**config.mk**
```make
export PLATFORM = sky130hd
export DESIGN_NAME = cska_wide_add_sched
export DESIGN_NICKNAME = d
export VERILOG_FILES = /design/src/rtl/cska_wide_add_sched.sv
export SDC_FILE = /design/constraint.sdc
export NUM_CORES = 1
export LEC_CHECK = 0
export BUFFER_PORTS_ARGS = -buffer_cell sky130_fd_sc_hd__buf_2
export CORE_MARGIN = 5
export CORE_UTILIZATION = 37
export DETAILED_ROUTE_END_ITERATION = 8
export GPL_ROUTABILITY_DRIVEN = 0
export PLACE_DENSITY = 0.7
export SYNTH_ARGS = -nofsm -noshare
export SYNTH_HDL_FRONTEND = slang
export SYNTH_SLANG_ARGS = --single-unit
```
**constraint.sdc**
```tcl
create_clock -name clk -period 7.65 [get_ports clk]
set_input_delay 0.3825 -clock clk [delete_from_list [all_inputs] [get_ports clk]]
set_output_delay 0.3825 -clock clk [all_outputs]
set_load 0.1 [all_outputs]
```
**src/rtl/cska_wide_add_sched.sv**
```systemverilog
// rtl/cska_wide_add_sched.sv - round-robin scheduler running wide adds chunk-serially on one shared adder slice
// Build option CSKA_SCHED_EARLY_TERM_EN: finish as soon as no carry and no nonzero upper chunks remain.
module cska_wide_add_sched #(
  parameter int CHUNK_W    = 16,
  parameter int NUM_CHUNKS = 4,
  parameter int NUM_REQ    = 2,
  localparam int W   = CHUNK_W * NUM_CHUNKS,
  localparam int IW  = (NUM_REQ > 1) ? $clog2(NUM_REQ) : 1,
  localparam int CIW = (NUM_CHUNKS > 1) ? $clog2(NUM_CHUNKS) : 1
) (
  input  logic                 clk,
  input  logic                 rst,
  input  logic [NUM_REQ-1:0]   req_valid,
  output logic [NUM_REQ-1:0]   req_ready,
  input  logic [NUM_REQ*W-1:0] req_a,
  input  logic [NUM_REQ*W-1:0] req_b,
  output logic [CHUNK_W-1:0]   add_a,
  output logic [CHUNK_W-1:0]   add_b,
  output logic                 add_cin,
  input  logic [CHUNK_W:0]     add_sum,
  output logic                 res_valid,
  input  logic                 res_ready,
  output logic [W:0]           res_sum,
  output logic [IW-1:0]        res_id,
  output logic                 busy
);

  typedef enum logic [1:0] {IDLE, ADD, DONE} state_t;

  state_t             state_q, state_d;
  logic [IW-1:0]      rr_ptr, id_q;
  logic [IW-1:0]      grant_idx, lo_idx, hi_idx;
  logic               lo_found, hi_found, grant_found;
  logic [CIW-1:0]     chunk_idx;
  logic               carry;
  logic [W-1:0]       op_a, op_b, sel_a, sel_b;
  logic [CHUNK_W-1:0] cur_a, cur_b;
  logic [W:0]         res_q;
  logic               chunk_last, early_done;

  // Lowest valid index at or above rr_ptr wins; otherwise wrap to the lowest valid index.
  always_comb begin
    lo_found = 1'b0;
    lo_idx   = '0;
    hi_found = 1'b0;
    hi_idx   = '0;
    for (int i = NUM_REQ - 1; i >= 0; i--) begin
      if (req_valid[i]) begin
        lo_found = 1'b1;
        lo_idx   = IW'(i);
      end
      if (req_valid[i] && (IW'(i) >= rr_ptr)) begin
        hi_found = 1'b1;
        hi_idx   = IW'(i);
      end
    end
    grant_found = lo_found;
    grant_idx   = hi_found ? hi_idx : lo_idx;
  end

  always_comb begin
    sel_a = '0;
    sel_b = '0;
    for (int i = 0; i < NUM_REQ; i++) begin
      if (grant_idx == IW'(i)) begin
        sel_a = req_a[i*W +: W];
        sel_b = req_b[i*W +: W];
      end
    end
  end

  always_comb begin
    cur_a = '0;
    cur_b = '0;
    for (int c = 0; c < NUM_CHUNKS; c++) begin
      if (chunk_idx == CIW'(c)) begin
        cur_a = op_a[c*CHUNK_W +: CHUNK_W];
        cur_b = op_b[c*CHUNK_W +: CHUNK_W];
      end
    end
  end

  assign chunk_last = (chunk_idx == CIW'(NUM_CHUNKS - 1));

`ifdef CSKA_SCHED_EARLY_TERM_EN
  // Looks past the chunk being added so a sum that ends here finishes in this same cycle.
  logic upper_zero;
  always_comb begin
    upper_zero = 1'b1;
    for (int c = 0; c < NUM_CHUNKS; c++) begin
      if ((CIW'(c) > chunk_idx) &&
          ((op_a[c*CHUNK_W +: CHUNK_W] != '0) || (op_b[c*CHUNK_W +: CHUNK_W] != '0)))
        upper_zero = 1'b0;
    end
  end
  assign early_done = ~add_sum[CHUNK_W] & upper_zero;
`else
  assign early_done = 1'b0;
`endif

  always_comb begin
    state_d = state_q;
    case (state_q)
      IDLE:    if (grant_found) state_d = ADD;
      ADD:     if (chunk_last || early_done) state_d = DONE;
      DONE:    if (res_ready) state_d = IDLE;
      default: state_d = IDLE;
    endcase
  end

  always_ff @(posedge clk or posedge rst) begin
    if (rst) begin
      state_q   <= IDLE;
      rr_ptr    <= '0;
      chunk_idx <= '0;
      carry     <= 1'b0;
      op_a      <= '0;
      op_b      <= '0;
      res_q     <= '0;
      id_q      <= '0;
    end else begin
      state_q <= state_d;
      case (state_q)
        IDLE: begin
          if (grant_found) begin
            op_a      <= sel_a;
            op_b      <= sel_b;
            id_q      <= grant_idx;
            rr_ptr    <= (grant_idx == IW'(NUM_REQ - 1)) ? '0 : grant_idx + IW'(1);
            carry     <= 1'b0;
            chunk_idx <= '0;
            // Cleared up front so an early finish leaves the unwritten upper chunks at zero.
            res_q     <= '0;
          end
        end
        ADD: begin
          for (int c = 0; c < NUM_CHUNKS; c++) begin
            if (chunk_idx == CIW'(c)) res_q[c*CHUNK_W +: CHUNK_W] <= add_sum[CHUNK_W-1:0];
          end
          carry     <= add_sum[CHUNK_W];
          chunk_idx <= chunk_idx + CIW'(1);
          if (chunk_last) res_q[W] <= add_sum[CHUNK_W];
        end
        default: ;
      endcase
    end
  end

  assign req_ready = (state_q == IDLE && grant_found && !rst) ? (NUM_REQ'(1) << grant_idx) : '0;
  assign add_a     = (state_q == ADD) ? cur_a : '0;
  assign add_b     = (state_q == ADD) ? cur_b : '0;
  assign add_cin   = (state_q == ADD) & carry;
  assign res_valid = (state_q == DONE);
  assign res_sum   = res_q;
  assign res_id    = id_q;
  assign busy      = (state_q != IDLE);

endmodule

```
# == After elaboration in Yosys (flattened, before gate mapping) ==
# Cells that the tools add are included.
# word_totals
regBits,200
output_inout_bits,103
elab_cells,80
# classes
add_sub_neg,2
magnitude_cmp,2
n_eq_ne,11
shifts,1
mux,36
n_bitwise,1
n_reduce_logical,16
# op_table
op,n
two-way mux 16 bit,14
case mux 65 bit (2 select lines),1
two-way mux 64 bit,2
two-way mux 65 bit,1
AND reduction 3 bit,5
two-way mux 1 bit,10
two-way mux 2 bit,5
inequality test 2 bit (second input constant),5
equality test 2 bit (second input constant),3
case mux 2 bit (3 select lines),1
equality test 2 x 1 -> 1 bit (second input constant),2
logical AND 1 bit,4
zero test 2 bit,2
case mux 2 bit (2 select lines),1
AND reduction 2 bit,2
nonzero test 2 bit,2
adder 2 x 1 -> 2 bit (second input constant),1
>= comparator 1 bit (first input constant),2
inequality test 2 x 1 -> 1 bit (second input constant),1
case mux 1 bit (2 select lines),1
<< shifter 1 x 1 -> 2 bit (first input constant),1
adder 1 bit (second input constant),1
bitwise AND 1 bit,1
zero test 1 bit,1

# == Longest topological paths before layout ==
# Gate-level depths: netlist (run 1).
# depth
word_depth,7
depth_mapped,8
mapped_depth_nobuf,5

# == Least setup slack after synthesis (run 1) ==
# Ideal clock, no wire load.
# synth_path
kind,input-to-output
start,in rst
end,out req_ready[0]
t_arrival_ns,5.645
t_required_ns,7.267
setup_slack_ns,1.623
cell_stages,2
cell_sequence,inv_1 > and2_1
# synth_via
elab_chain_cells,3
# synth_lines
element,line_no,source
start: declaration,12,"input logic rst,"
zero test 1 bit,149,assign req_ready = (state_q == IDLE && grant_found && !rst) ? (NUM_REQ'(1) << grant_idx) : '0;
logical AND 1 bit,149,
two-way mux 2 bit,149,
end: declaration,14,"output logic [NUM_REQ-1:0] req_ready,"
# Every way passes these cells.

# == Worst setup path in the final report (run 1) ==
# layout_path
start,reg state_q[0]
end,out add_a[0]
# layout_via
elab_chain_cells,2
# layout_lines
element,line_no,source
start: declaration,30,"state_t state_q, state_d;"
start signal: assignment,122,state_q <= state_d;
equality test 2 x 1 -> 1 bit,150,assign add_a = (state_q == ADD) ? cur_a : '0;
two-way mux 16 bit,150,
end: declaration,17,"output logic [CHUNK_W-1:0] add_a,"
# Every way passes these cells.

==> results of run 1 <==
## placed cells by master, fill, tap and decap left out
master                         n
sky130_fd_sc_hd__a21boi_0    128
sky130_fd_sc_hd__a21o_1        3
sky130_fd_sc_hd__a21oi_1       1
sky130_fd_sc_hd__a221o_1     160
sky130_fd_sc_hd__a22o_1       31
sky130_fd_sc_hd__a32o_1       32
sky130_fd_sc_hd__and2_1        3
sky130_fd_sc_hd__and2_2        1
sky130_fd_sc_hd__and3_4        2
sky130_fd_sc_hd__buf_12        1
sky130_fd_sc_hd__buf_2       380
sky130_fd_sc_hd__buf_4         6
sky130_fd_sc_hd__clkbuf_16    17
sky130_fd_sc_hd__clkinv_4      2
sky130_fd_sc_hd__clkinv_8      5
sky130_fd_sc_hd__clkinvlp_4    2
sky130_fd_sc_hd__dfrtp_1     200
sky130_fd_sc_hd__diode_2       5
sky130_fd_sc_hd__ha_1          2
sky130_fd_sc_hd__ha_2          1
sky130_fd_sc_hd__ha_4          1
sky130_fd_sc_hd__inv_1        14
sky130_fd_sc_hd__inv_12        1
sky130_fd_sc_hd__inv_6         2
sky130_fd_sc_hd__inv_8         4
sky130_fd_sc_hd__mux2_2        4
sky130_fd_sc_hd__mux2i_1       9
sky130_fd_sc_hd__nand2_1       5
sky130_fd_sc_hd__nand2b_1     53
sky130_fd_sc_hd__nand3b_1      5
sky130_fd_sc_hd__nor2_1        1
sky130_fd_sc_hd__nor2_4        1
sky130_fd_sc_hd__nor2b_1       3
sky130_fd_sc_hd__nor2b_4       2
sky130_fd_sc_hd__o21ai_0       1
sky130_fd_sc_hd__o2bb2ai_1    36
sky130_fd_sc_hd__or2_4         1
sky130_fd_sc_hd__or3_1         1
## path summary, 6_finish.rpt
check / to / slack (ps)
worst max-delay path: add_a[0] / 3810
worst min-delay path: op_b[58] / 4
worst max register to register: op_a[42] / 4330
worst min register to register: res_id / 490
max in group asynchronous: rr_ptr / 6560
min in group clk: op_a[12] / 170
## sequential cells by signal (all words and copies together), names as in the netlist
name / cells
res_sum: 65
op_a: 64
op_b: 64
chunk_idx: 2
state_q: 2
carry: 1
res_id: 1
rr_ptr: 1
## layer usage
| metal | share of wire (%) | wire length (um) |
|---|---|---|
| met1 | 42 | 14700 |
| met2 | 48 | 16900 |
| met3 | 7.8 | 2720 |
| met4 | 1.9 | 671 |
| met5 | 0.040 | 14 |
## cell usage after synthesis
cell / n
sky130_fd_sc_hd__ha_1: 4
sky130_fd_sc_hd__and3_1: 2
sky130_fd_sc_hd__and2_1: 4
sky130_fd_sc_hd__a21oi_1: 1
sky130_fd_sc_hd__or2_2: 1
sky130_fd_sc_hd__a21boi_0: 128
sky130_fd_sc_hd__inv_1: 15
sky130_fd_sc_hd__or3_1: 1
sky130_fd_sc_hd__buf_4: 3
sky130_fd_sc_hd__nor2b_1: 5
sky130_fd_sc_hd__mux2i_1: 9
sky130_fd_sc_hd__o21ai_0: 1
sky130_fd_sc_hd__nor2_2: 1
sky130_fd_sc_hd__a221o_1: 160
sky130_fd_sc_hd__nor2_1: 1
sky130_fd_sc_hd__a22o_1: 31
sky130_fd_sc_hd__dfrtp_1: 200
sky130_fd_sc_hd__a32o_1: 32
sky130_fd_sc_hd__buf_2: 30
sky130_fd_sc_hd__o2bb2ai_1: 36
sky130_fd_sc_hd__clkbuf_1: 53
sky130_fd_sc_hd__nand2_1: 5
sky130_fd_sc_hd__mux2_2: 4
sky130_fd_sc_hd__buf_6: 10
sky130_fd_sc_hd__a21o_1: 3
sky130_fd_sc_hd__nand3b_1: 5
sky130_fd_sc_hd__nand2b_1: 53
## per-stage QoR
step / std cells / setup slack [ps]
after CTS: 1456 / 3820
after floorplan: 798 / 1620
after global routing: 1461 / 3640
after global placement: 1424 / 4360
final: 1461 / 3810
after detailed placement: 1424 / 4310
## cell families (layout without fill, tap and decap cells)
group	after synthesis	in the layout	share of synthesized area [%]
other	0	5	0
AOI/OAI and AO/OA	392	392	36.1
muxes	13	13	1.39
adders and majority gates	4	4	0.515
DFF	200	200	51.5
and+or+nand+nor	78	78	4.93
buffers and inverters	111	434	5.57
## worst reg2reg max path, delay by kind of cell (launching register included)
family / cells / cell delay [ps]
compound gates: 1 / 380
buf+inv: 2 / 1270
flops: 1 / 670
simple gates: 2 / 940
## cell type report
type / count / area [um2] / share of cell area, %
clock inverters: 15 / 181 / 1.48
inverters: 15 / 63.8 / 0.519
diodes: 5 / 12.5 / 0.102
multi-input cells: 487 / 4220 / 34.3
clock buffers: 17 / 425 / 3.46
well taps: 335 / 419 / 3.41
flip-flops and latches: 200 / 5000 / 40.7
repair buffers: 387 / 1970 / 16.0
==> metrics.json, run 1 <==
{
  "clock_network": {
    "htree_num_levels": 4,
    "post-cts-setup-buffers": 0,
    "clock_tree.root_cell": "sky130_fd_sc_hd__clkbuf_16",
    "cts_resized": 0,
    "cts_num_sinks": 200,
    "clock_latency_ps": 440,
    "cts-hold-fix-buffers": 0,
    "cts_tree": "done",
    "cts_max_path_buffers": 2,
    "cts.clk_slew.worst_paths_ps": 90,
    "cts_buffers": 17
  },
  "timing": {
    "final_hold_viol_count": 0,
    "final_clock_period_utilization_by_the_worst_path_pct": 50.1,
    "setup_total_negative_slack_ps": 0,
    "setup_viol": 0,
    "maximum_operating_frequency_ghz": 0.261,
    "grt_setup_unrepaired": "no",
    "worst_slew_pin_slew_ps": 1080,
    "finalClockSkew_ps": 17.5,
    "fin_worst_hold_slack_ps": 3.95,
    "max-slew-margin-rel_pct": 28.0,
    "finalWorstPathRequiredPeriod_ps": 3840,
    "finalMaxSlewViolations": 0
  },
  "placed_design": {
    "port_buffers": 380,
    "dpl_cell_area_um2": 11700,
    "hpwlAfterDp_mm": 24.1
  },
  "status": {
    "run_status": "completed"
  },
  "route": {
    "drc": 0,
    "drt-wirelength-per-cell_um": 24.0,
    "drt-initial-drc-count": 856,
    "number_of_vias_per_cell_after_detailed_routing": 5.94,
    "drt_wl_total_mm": 35.0,
    "detailedRoute.firstPassIterationCount": 5,
    "detailed_route_via_count": 8685,
    "drtAntennaViolNets": 0
  },
  "critical_path": {
    "crit_arrival_ps": 3450,
    "cp_slowest_cell": "sky130_fd_sc_hd__dfrtp_1",
    "critical_path_depth": 5,
    "rr_startpoint": "state_q[0]",
    "cp-start-kind": "flop",
    "cp_top_family": "simple AND/OR/NAND/NOR gates",
    "crit_type": "reg -> out",
    "cp-end-kind": "primary output",
    "timing.critical_path.slowest_cell_delay_ps": 850,
    "sequence_of_cells_on_the_critical_path": "nor2b_1 -> and2_2 -> buf_4 -> a32o_1 -> buf_2",
    "timing.reg2reg.worst_path_depth": 5,
    "worst-path-buf-inv": 2,
    "cp_max_fo": 28,
    "worstPathRequired_ps": 7270,
    "crit_start": "state_q[0]"
  },
  "global_routing": {
    "grtUsageTotal_pct": 22.7,
    "grt_peak_use_layer": "met2",
    "grt_util_met3_pct": 4.53,
    "via_count_of_the_first_global_routing_pass": 8824,
    "globalRouteMet1Util_pct": 31.2,
    "grt_max_degree": 121,
    "grt_antenna_before_repair": 6,
    "grt_remaining_overflow": 0,
    "wire_length_of_the_first_global_routing_pass_mm": 52.3,
    "met2_usage_pct": 36.8
  },
  "floorplanning": {
    "dieHeight_um": 172,
    "floorplan.io_pins": 381,
    "floorplan.initialDensity_pct": 37.4,
    "floorplan.core_area_um2": 26000,
    "die_area_um2": 29600,
    "die_x_um": 172,
    "fp-row-count": 59
  },
  "logic_synthesis": {
    "synth_seq_area_share_pct": 51.5,
    "synth_cell_types": 27,
    "synth.top_cell.area_share_pct": 51.5,
    "synthesis.yosys.warnings": 0,
    "synth_area_leaders": "sky130_fd_sc_hd__dfrtp_1, sky130_fd_sc_hd__a221o_1, sky130_fd_sc_hd__a21boi_0",
    "synth_fp_nets": 1080,
    "netlist_area_um2": 9710,
    "synth_largest_area_cell": "sky130_fd_sc_hd__dfrtp_1",
    "synth.ff_latch_count": 200,
    "synthCells": 798,
    "avgSynthCellArea_um2": 12.2
  },
  "hold_path": {
    "min_path_type": "in -> async"
  },
  "cells_and_area": {
    "fin_area_um2": 12300,
    "final_layout_size_suffix_gt1_share_pct": 38.6,
    "fin_util_pct": 47.3,
    "fillCellCount": 2437,
    "fin_nets": 1390,
    "area_growth_syn_to_layout_pct": 26.5
  },
  "run": {
    "cap_violations": 0
  }
}
Power of run 1 is not shown: default switching activity piles up to over one toggle a cycle in this logic, so the estimate is an artifact.
==> inputs of run 2 (changes only) <==
--- a/config.mk
+++ b/config.mk
@@ -5,12 +5,13 @@
 export SDC_FILE = /design/constraint.sdc
 export NUM_CORES = 1
 export LEC_CHECK = 0
+export ABC_AREA = 1
 export BUFFER_PORTS_ARGS = -buffer_cell sky130_fd_sc_hd__buf_2
 export CORE_MARGIN = 5
 export CORE_UTILIZATION = 37
 export DETAILED_ROUTE_END_ITERATION = 8
 export GPL_ROUTABILITY_DRIVEN = 0
-export PLACE_DENSITY = 0.7
+export PLACE_DENSITY = 0.69
 export SYNTH_ARGS = -nofsm -noshare
 export SYNTH_HDL_FRONTEND = slang
 export SYNTH_SLANG_ARGS = --single-unit
==> constraint.sdc (replaced) <==
create_clock -name clk -period 3.76 [get_ports clk]
set_input_delay 0.188 -clock clk [delete_from_list [all_inputs] [get_ports clk]]
set_output_delay 0.188 -clock clk [all_outputs]
set_load 0.1 [all_outputs]
==> run 2 against run 1 <==
Flip-flop and latch count is the same; die area grew 6.3%; clock skew down 4.4 ps; sequential share of layout area decreased by 4.7 points; clock-buffer cell count grew 2; worst hold slack gained 6.8 ps; cell count grew 48%; via count is 37% higher; synthesized cell count is 72% higher; worst setup slack got worse by 3300 ps; non-clock buffer count is 101 higher; global-route usage increased by 3.0 points; largest cell class unchanged.
==> metrics.json, run 2 <==
{
  "logic_synthesis": {
    "yosysMostFrequentCell": "sky130_fd_sc_hd__nand2_1",
    "synth_seq_area_share_pct": 48.3,
    "synth_async_sr_flop_share_pct": 100,
    "synth_largest_area_cell": "sky130_fd_sc_hd__dfrtp_1",
    "synthCells": 1376,
    "synth.cells.most_frequent": "sky130_fd_sc_hd__nand2_1, sky130_fd_sc_hd__nand3_1, sky130_fd_sc_hd__dfrtp_1, sky130_fd_sc_hd__nand4_1, sky130_fd_sc_hd__buf_2",
    "avgSynthCellArea_um2": 7.53,
    "synthFlopType": "sky130_fd_sc_hd__dfrtp_1",
    "synth_cell_types": 20,
    "synth.top_cell.area_share_pct": 48.3,
    "synthesis.yosys.warnings": 0,
    "synth_fp_nets": 1658,
    "synth_area_leaders": "sky130_fd_sc_hd__dfrtp_1, sky130_fd_sc_hd__nand2_1, sky130_fd_sc_hd__nand3_1",
    "synth.ff_latch_count": 200,
    "synth_edf_count": 0,
    "netlist_area_um2": 10400
  },
  "critical_path": {
    "worstPathRequired_ps": 3570,
    "cp_max_fo": 24,
    "crit_type": "reg -> out",
    "crit_arrival_ps": 3060,
    "cp-start-kind": "flop",
    "cp-end-kind": "primary output",
    "timing.reg2reg.worst_path_depth": 8
  },
  "route": {
    "number_of_vias_per_cell_after_detailed_routing": 5.50,
    "drt-met1-wl_mm": 17.5,
    "detailedRoute.firstPassIterationCount": 5,
    "drt-initial-drc-count": 1121,
    "detailed_route_via_count": 11900,
    "met2RoutedLength_mm": 19.0,
    "drc": 0,
    "maxUsedRoutingLayer": "met5",
    "routed-wl-met3_mm": 4.05,
    "drt-wirelength-per-cell_um": 19.3,
    "drtAntennaViolNets": 0,
    "drt_wl_total_mm": 41.7
  },
  "floorplanning": {
    "floorplan.core_area_um2": 27700,
    "fp-row-count": 61,
    "dieHeight_um": 177,
    "die_x_um": 177,
    "floorplan.io_pins": 381,
    "die_area_um2": 31500,
    "floorplan.initialDensity_pct": 37.4
  },
  "run": {
    "cap_violations": 0
  },
  "clock_network": {
    "cts_num_sinks": 200,
    "clock_latency_ps": 430,
    "cts_resized": 0,
    "cts_tree": "done",
    "clock_tree.root_cell": "sky130_fd_sc_hd__clkbuf_16",
    "htree_num_levels": 4,
    "cts_max_path_buffers": 2,
    "post-cts-setup-buffers": 0,
    "cts-hold-fix-buffers": 90,
    "cts_buffers": 17,
    "cts.clk_slew.worst_paths_ps": 80
  },
  "global_routing": {
    "grt_max_degree": 121,
    "grt_antenna_before_repair": 3,
    "grtUsageTotal_pct": 25.6,
    "wire_length_of_the_first_global_routing_pass_mm": 63.7,
    "via_count_of_the_first_global_routing_pass": 11300,
    "grt_remaining_overflow": 0
  },
  "cells_and_area": {
    "mostFrequentLayoutCell": "sky130_fd_sc_hd__nand2_1",
    "layout.cells.most_common_list": "sky130_fd_sc_hd__nand2_1, sky130_fd_sc_hd__buf_2, sky130_fd_sc_hd__nand3_1",
    "area_growth_syn_to_layout_pct": 33.9,
    "max_ffs_per_register": 65,
    "final_layout_size_suffix_gt1_share_pct": 24.8,
    "fin_nets": 2044,
    "fin_area_um2": 13900
  },
  "timing": {
    "fin_worst_hold_slack_ps": 10.8,
    "setup_total_negative_slack_ps": 0,
    "finalWorstPathRequiredPeriod_ps": 3250,
    "final_clock_period_utilization_by_the_worst_path_pct": 86.3,
    "final_hold_viol_count": 0,
    "max-slew-margin-rel_pct": 39.0,
    "grt_setup_unrepaired": "no",
    "worst_slew_pin_slew_ps": 914,
    "finalMaxSlewViolations": 0,
    "setup_viol": 0,
    "maximum_operating_frequency_ghz": 0.308,
    "finalClockSkew_ps": 13.1
  },
  "hold_path": {
    "min_delay_path_depth": 3,
    "min_path_type": "in -> reg"
  },
  "placed_design": {
    "hpwlAfterDp_mm": 28.4,
    "port_buffers": 380,
    "dpl_cell_area_um2": 12400
  },
  "status": {
    "run_status": "completed"
  }
}
## run 2: cell count changes in the layout (fill, tap and decap cells not counted), sizes merged, moves of 32 or more
cell	delta
inv	+32
nor2	+42
nand3	+297
a21boi	-128
o2bb2ai	-36
a32o	-32
nand2b	-53
a221o	-160
dlygate4sd3	+90
nand2	+440
nand4	+129
a21oi	+57
## run 2: final timing paths
kind / endpoint / slack [ps] / start
max: add_a[5] / 510 / chunk_idx[0]
min in group asynchronous: res_sum[35] / 460 / rst
min: op_b[46] / 10 / req_b[46]
min reg2reg: res_sum[9] / 480 / res_sum[9]
max in group asynchronous: op_b[6] / 2610 / rst
max reg2reg: res_sum[33] / 1070 / chunk_idx[0]
## run 2: critical path, cell delays in order, from the launching register on
cell	delay, ps
sky130_fd_sc_hd__dfrtp_1	410
sky130_fd_sc_hd__inv_1	110
sky130_fd_sc_hd__ha_1	160
sky130_fd_sc_hd__buf_4	260
sky130_fd_sc_hd__inv_1	150
sky130_fd_sc_hd__nor2_1	700
sky130_fd_sc_hd__nand2_1	120
sky130_fd_sc_hd__nand2_1	90
sky130_fd_sc_hd__nand2_1	100
sky130_fd_sc_hd__nand2_1	100
sky130_fd_sc_hd__buf_2	430
## run 2: area by class of cell
class                   instances  area [um2]
fillers                      2704       13800
flip-flops and latches        200        5000
multi-input cells            1003        4650
repair buffers                488        2970
well taps                     378         473
clock buffers                  19         443
inverters                      52         199
clock inverters                13         138
diodes                          3        7.51
## run 2: per-layer routing
metal	vias to the layer above	track usage [%]
met2	719	40.0
met1	5649	35.9
li1	5419	-
met5	-	0
met4	2	8.25
met3	78	5.24
## run 2: metrics by stage
step	std cells	utilization, %	worst slack (ps)
after floorplan	1376	-	550
after global placement	2031	44.7	994
after detailed placement	2031	44.7	945
after CTS	2153	50.1	469
after global routing	2155	50.1	290
final	2156	50.1	515
## run 2: cell families (layout without fill, tap and decap cells)
group | after synthesis | in the layout | synth area share, %
AOI/OAI and AO/OA | 84 | 84 | 4.12
adders and majority gates | 4 | 4 | 0.483
buffers and inverters | 173 | 572 | 7.17
DFF | 200 | 200 | 48.3
other | 0 | 3 | 0
and+or+nand+nor | 915 | 915 | 40.0
Power of run 2 is left out for the same reason.
==> inputs of run 3 (changes only) <==
--- a/config.mk
+++ b/config.mk
@@ -12,6 +12,7 @@
 export DETAILED_ROUTE_END_ITERATION = 8
 export GPL_ROUTABILITY_DRIVEN = 0
 export PLACE_DENSITY = 0.69
+export REMOVE_ABC_BUFFERS = 1
 export SYNTH_ARGS = -nofsm -noshare
 export SYNTH_HDL_FRONTEND = slang
 export SYNTH_SLANG_ARGS = --single-unit
==> run 3 against run 2 <==
Critical path depth down 2; first-iteration DRC count fell by 11%; clock-buffer cell count down 2; non-clock buffer count up 8; worst setup slack improved by 79 ps; die area did not move; cell area up 1.6%; register-to-register slack improved by 110 ps; cell count is 0.28% higher; critical endpoint is now add_b[10].
==> metrics.json, run 3 (synthesis results as in run 2) <==
{
  "cells_and_area": {
    "layout.cells.most_common_list": "sky130_fd_sc_hd__nand2_1, sky130_fd_sc_hd__buf_2, sky130_fd_sc_hd__nand3_1",
    "fin_nets": 2052,
    "max_ffs_per_register": 65,
    "multi_input_logic_area_um2": 4650,
    "mostFrequentLayoutCell": "sky130_fd_sc_hd__nand2_1",
    "final_layout_size_suffix_gt1_share_pct": 24.9,
    "fin_area_um2": 14100,
    "fillCellCount": 2660,
    "area_growth_syn_to_layout_pct": 36.0,
    "fin_util_pct": 50.9,
    "seq_area_um2": 5000
  },
  "route": {
    "met2RoutedLength_mm": 18.7,
    "detailedRoute.firstPassIterationCount": 6,
    "drt-met1-wl_mm": 16.5,
    "number_of_vias_per_cell_after_detailed_routing": 5.38,
    "drtAntennaViolNets": 0,
    "drt-wirelength-per-cell_um": 18.1,
    "drc": 0,
    "routed-wl-met3_mm": 2.98,
    "drt-initial-drc-count": 1000,
    "drt_wl_total_mm": 39.0,
    "maxUsedRoutingLayer": "met5",
    "detailed_route_via_count": 11600
  },
  "timing": {
    "finalMaxSlewViolations": 0,
    "grt_setup_unrepaired": "no",
    "finalClockSkew_ps": 14.0,
    "final_hold_viol_count": 0,
    "finalWorstPathRequiredPeriod_ps": 3170,
    "max-slew-margin-rel_pct": 29.9,
    "worst_slew_pin_slew_ps": 1050,
    "worst_slack_ps": 593,
    "setup_viol": 0,
    "final_clock_period_utilization_by_the_worst_path_pct": 84.2,
    "maximum_operating_frequency_ghz": 0.316
  },
  "placed_design": {
    "dpl_cell_area_um2": 12500,
    "hpwlAfterDp_mm": 25.4,
    "pre_cts_ws_ps": 1030,
    "port_buffers": 380
  },
  "clock_network": {
    "cts_resized": 0,
    "clock_tree.root_cell": "sky130_fd_sc_hd__clkbuf_16",
    "post-cts-setup-buffers": 0,
    "cts_max_path_buffers": 2,
    "cts_tree": "done",
    "cts.clk_slew.worst_paths_ps": 80,
    "htree_num_levels": 4,
    "clock_latency_ps": 430,
    "cts_num_sinks": 200,
    "cts_buffers": 17
  },
  "global_routing": {
    "grt_remaining_overflow": 0,
    "wire_length_of_the_first_global_routing_pass_mm": 61.3,
    "grtUsageTotal_pct": 24.2,
    "grt_max_degree": 149,
    "via_count_of_the_first_global_routing_pass": 11500,
    "grt_antenna_before_repair": 2
  },
  "hold_path": {
    "min_path_type": "in -> reg"
  },
  "critical_path": {
    "worst-path-buf-inv": 4,
    "sequence_of_cells_on_the_critical_path": "inv_2 -> nor2_2 -> buf_4 -> nand2_1 -> clkinv_1 -> nand2_1 -> nand2_1 -> buf_2",
    "cp_top_family": "buffers and inverters",
    "crit_arrival_ps": 2980,
    "timing.critical_path.slowest_cell_delay_ps": 540,
    "timing.critical_path.mode_cell": "sky130_fd_sc_hd__nand2_1",
    "cp_slowest_cell": "sky130_fd_sc_hd__dfrtp_1",
    "worstPathRequired_ps": 3570,
    "cp_max_fo": 30,
    "crit_type": "reg -> out",
    "cp-start-kind": "flop",
    "cp-end-kind": "primary output"
  },
  "floorplanning": {
    "floorplan.core_area_um2": 27700,
    "floorplan.initialDensity_pct": 37.4,
    "dieHeight_um": 177,
    "die_x_um": 177,
    "die_area_um2": 31500,
    "floorplan.io_pins": 381,
    "fp-row-count": 61
  },
  "power": {
    "vdd.ir_drop.worst_uv": 691,
    "total_power_mw": 15.8,
    "power_leakage_nw": 7.41,
    "pwr_density_cell_nw_per_um2": 1120
  },
  "run": {
    "cap_violations": 0
  },
  "status": {
    "run_status": "completed"
  }
}
## run 3: cell types whose count changed in the layout (fill, tap and decap cells not counted), sizes merged
cell	before	now
buf	398	399
inv	53	58
bufinv	1	0
clkbuf	19	17
diode	3	1
dlygate4sd3	90	97
clkinv	7	9
clkinvlp	4	0
## run 3: final cells by class
cell class                      count  share of cell area (%)
Timing Repair Buffer              496                    22.3
Antenna cell                        1                  0.0177
Tap cell                          378                    3.35
Sequential cell                   200                    35.5
Clock inverter                     15                    1.37
Clock buffer                       17                    3.02
Inverter                           52                    1.44
Multi-Input combinational cell   1003                    33.0
## run 3: worst paths after layout
path,startpoint,end,slack (ps),depth (start not counted)
worst max-delay path,state_q[0],add_b[10],590,8
worst min-delay path,req_a[21],op_a[21],10,3
worst max register to register,chunk_idx[1],res_sum[30],1180,7
worst min register to register,res_sum[5],res_sum[5],480,2
max in group asynchronous,rst,op_a[7],2800,3
min in group asynchronous,rst,res_sum[4],20,2
## run 3: power by group
part           internal (mW)  switching, mW
clock                  0.921          0.999
sequential              3.17          0.597
combinational           2.12           7.99
total                   6.21           9.59
## run 3: routing by layer
| metal | global-route usage [%] | up-vias |
|---|---|---|
| li1 | - | 5432 |
| met1 | 32.9 | 5559 |
| met2 | 40.2 | 567 |
| met3 | 4.28 | 63 |
| met4 | 6.51 | 2 |
| met5 | 0 | - |
## run 3: through the flow
step	setup TNS, ps	instances	hold slack (ps)
3_5_place_dp	0	2032	395
5_1_grt	0	2162	4.88
6_report	0	2162	10.7
2_1_floorplan	-694590	1255	283
3_3_place_gp	0	2032	394
4_1_cts	0	2161	0.426
## run 3: what timing repair did
item / 4_1_cts / 5_1_grt
hold endpoints to repair: 97 / 0
hold buffers: 97 / 0
endpoints found under the setup margin: 0 / 0
## run 3: worst min-delay path: stages
cell and delay, ps:
sky130_fd_sc_hd__buf_2 80, sky130_fd_sc_hd__nand3_1 70, sky130_fd_sc_hd__nand3_1 70
(Power assumes the default switching activity.)
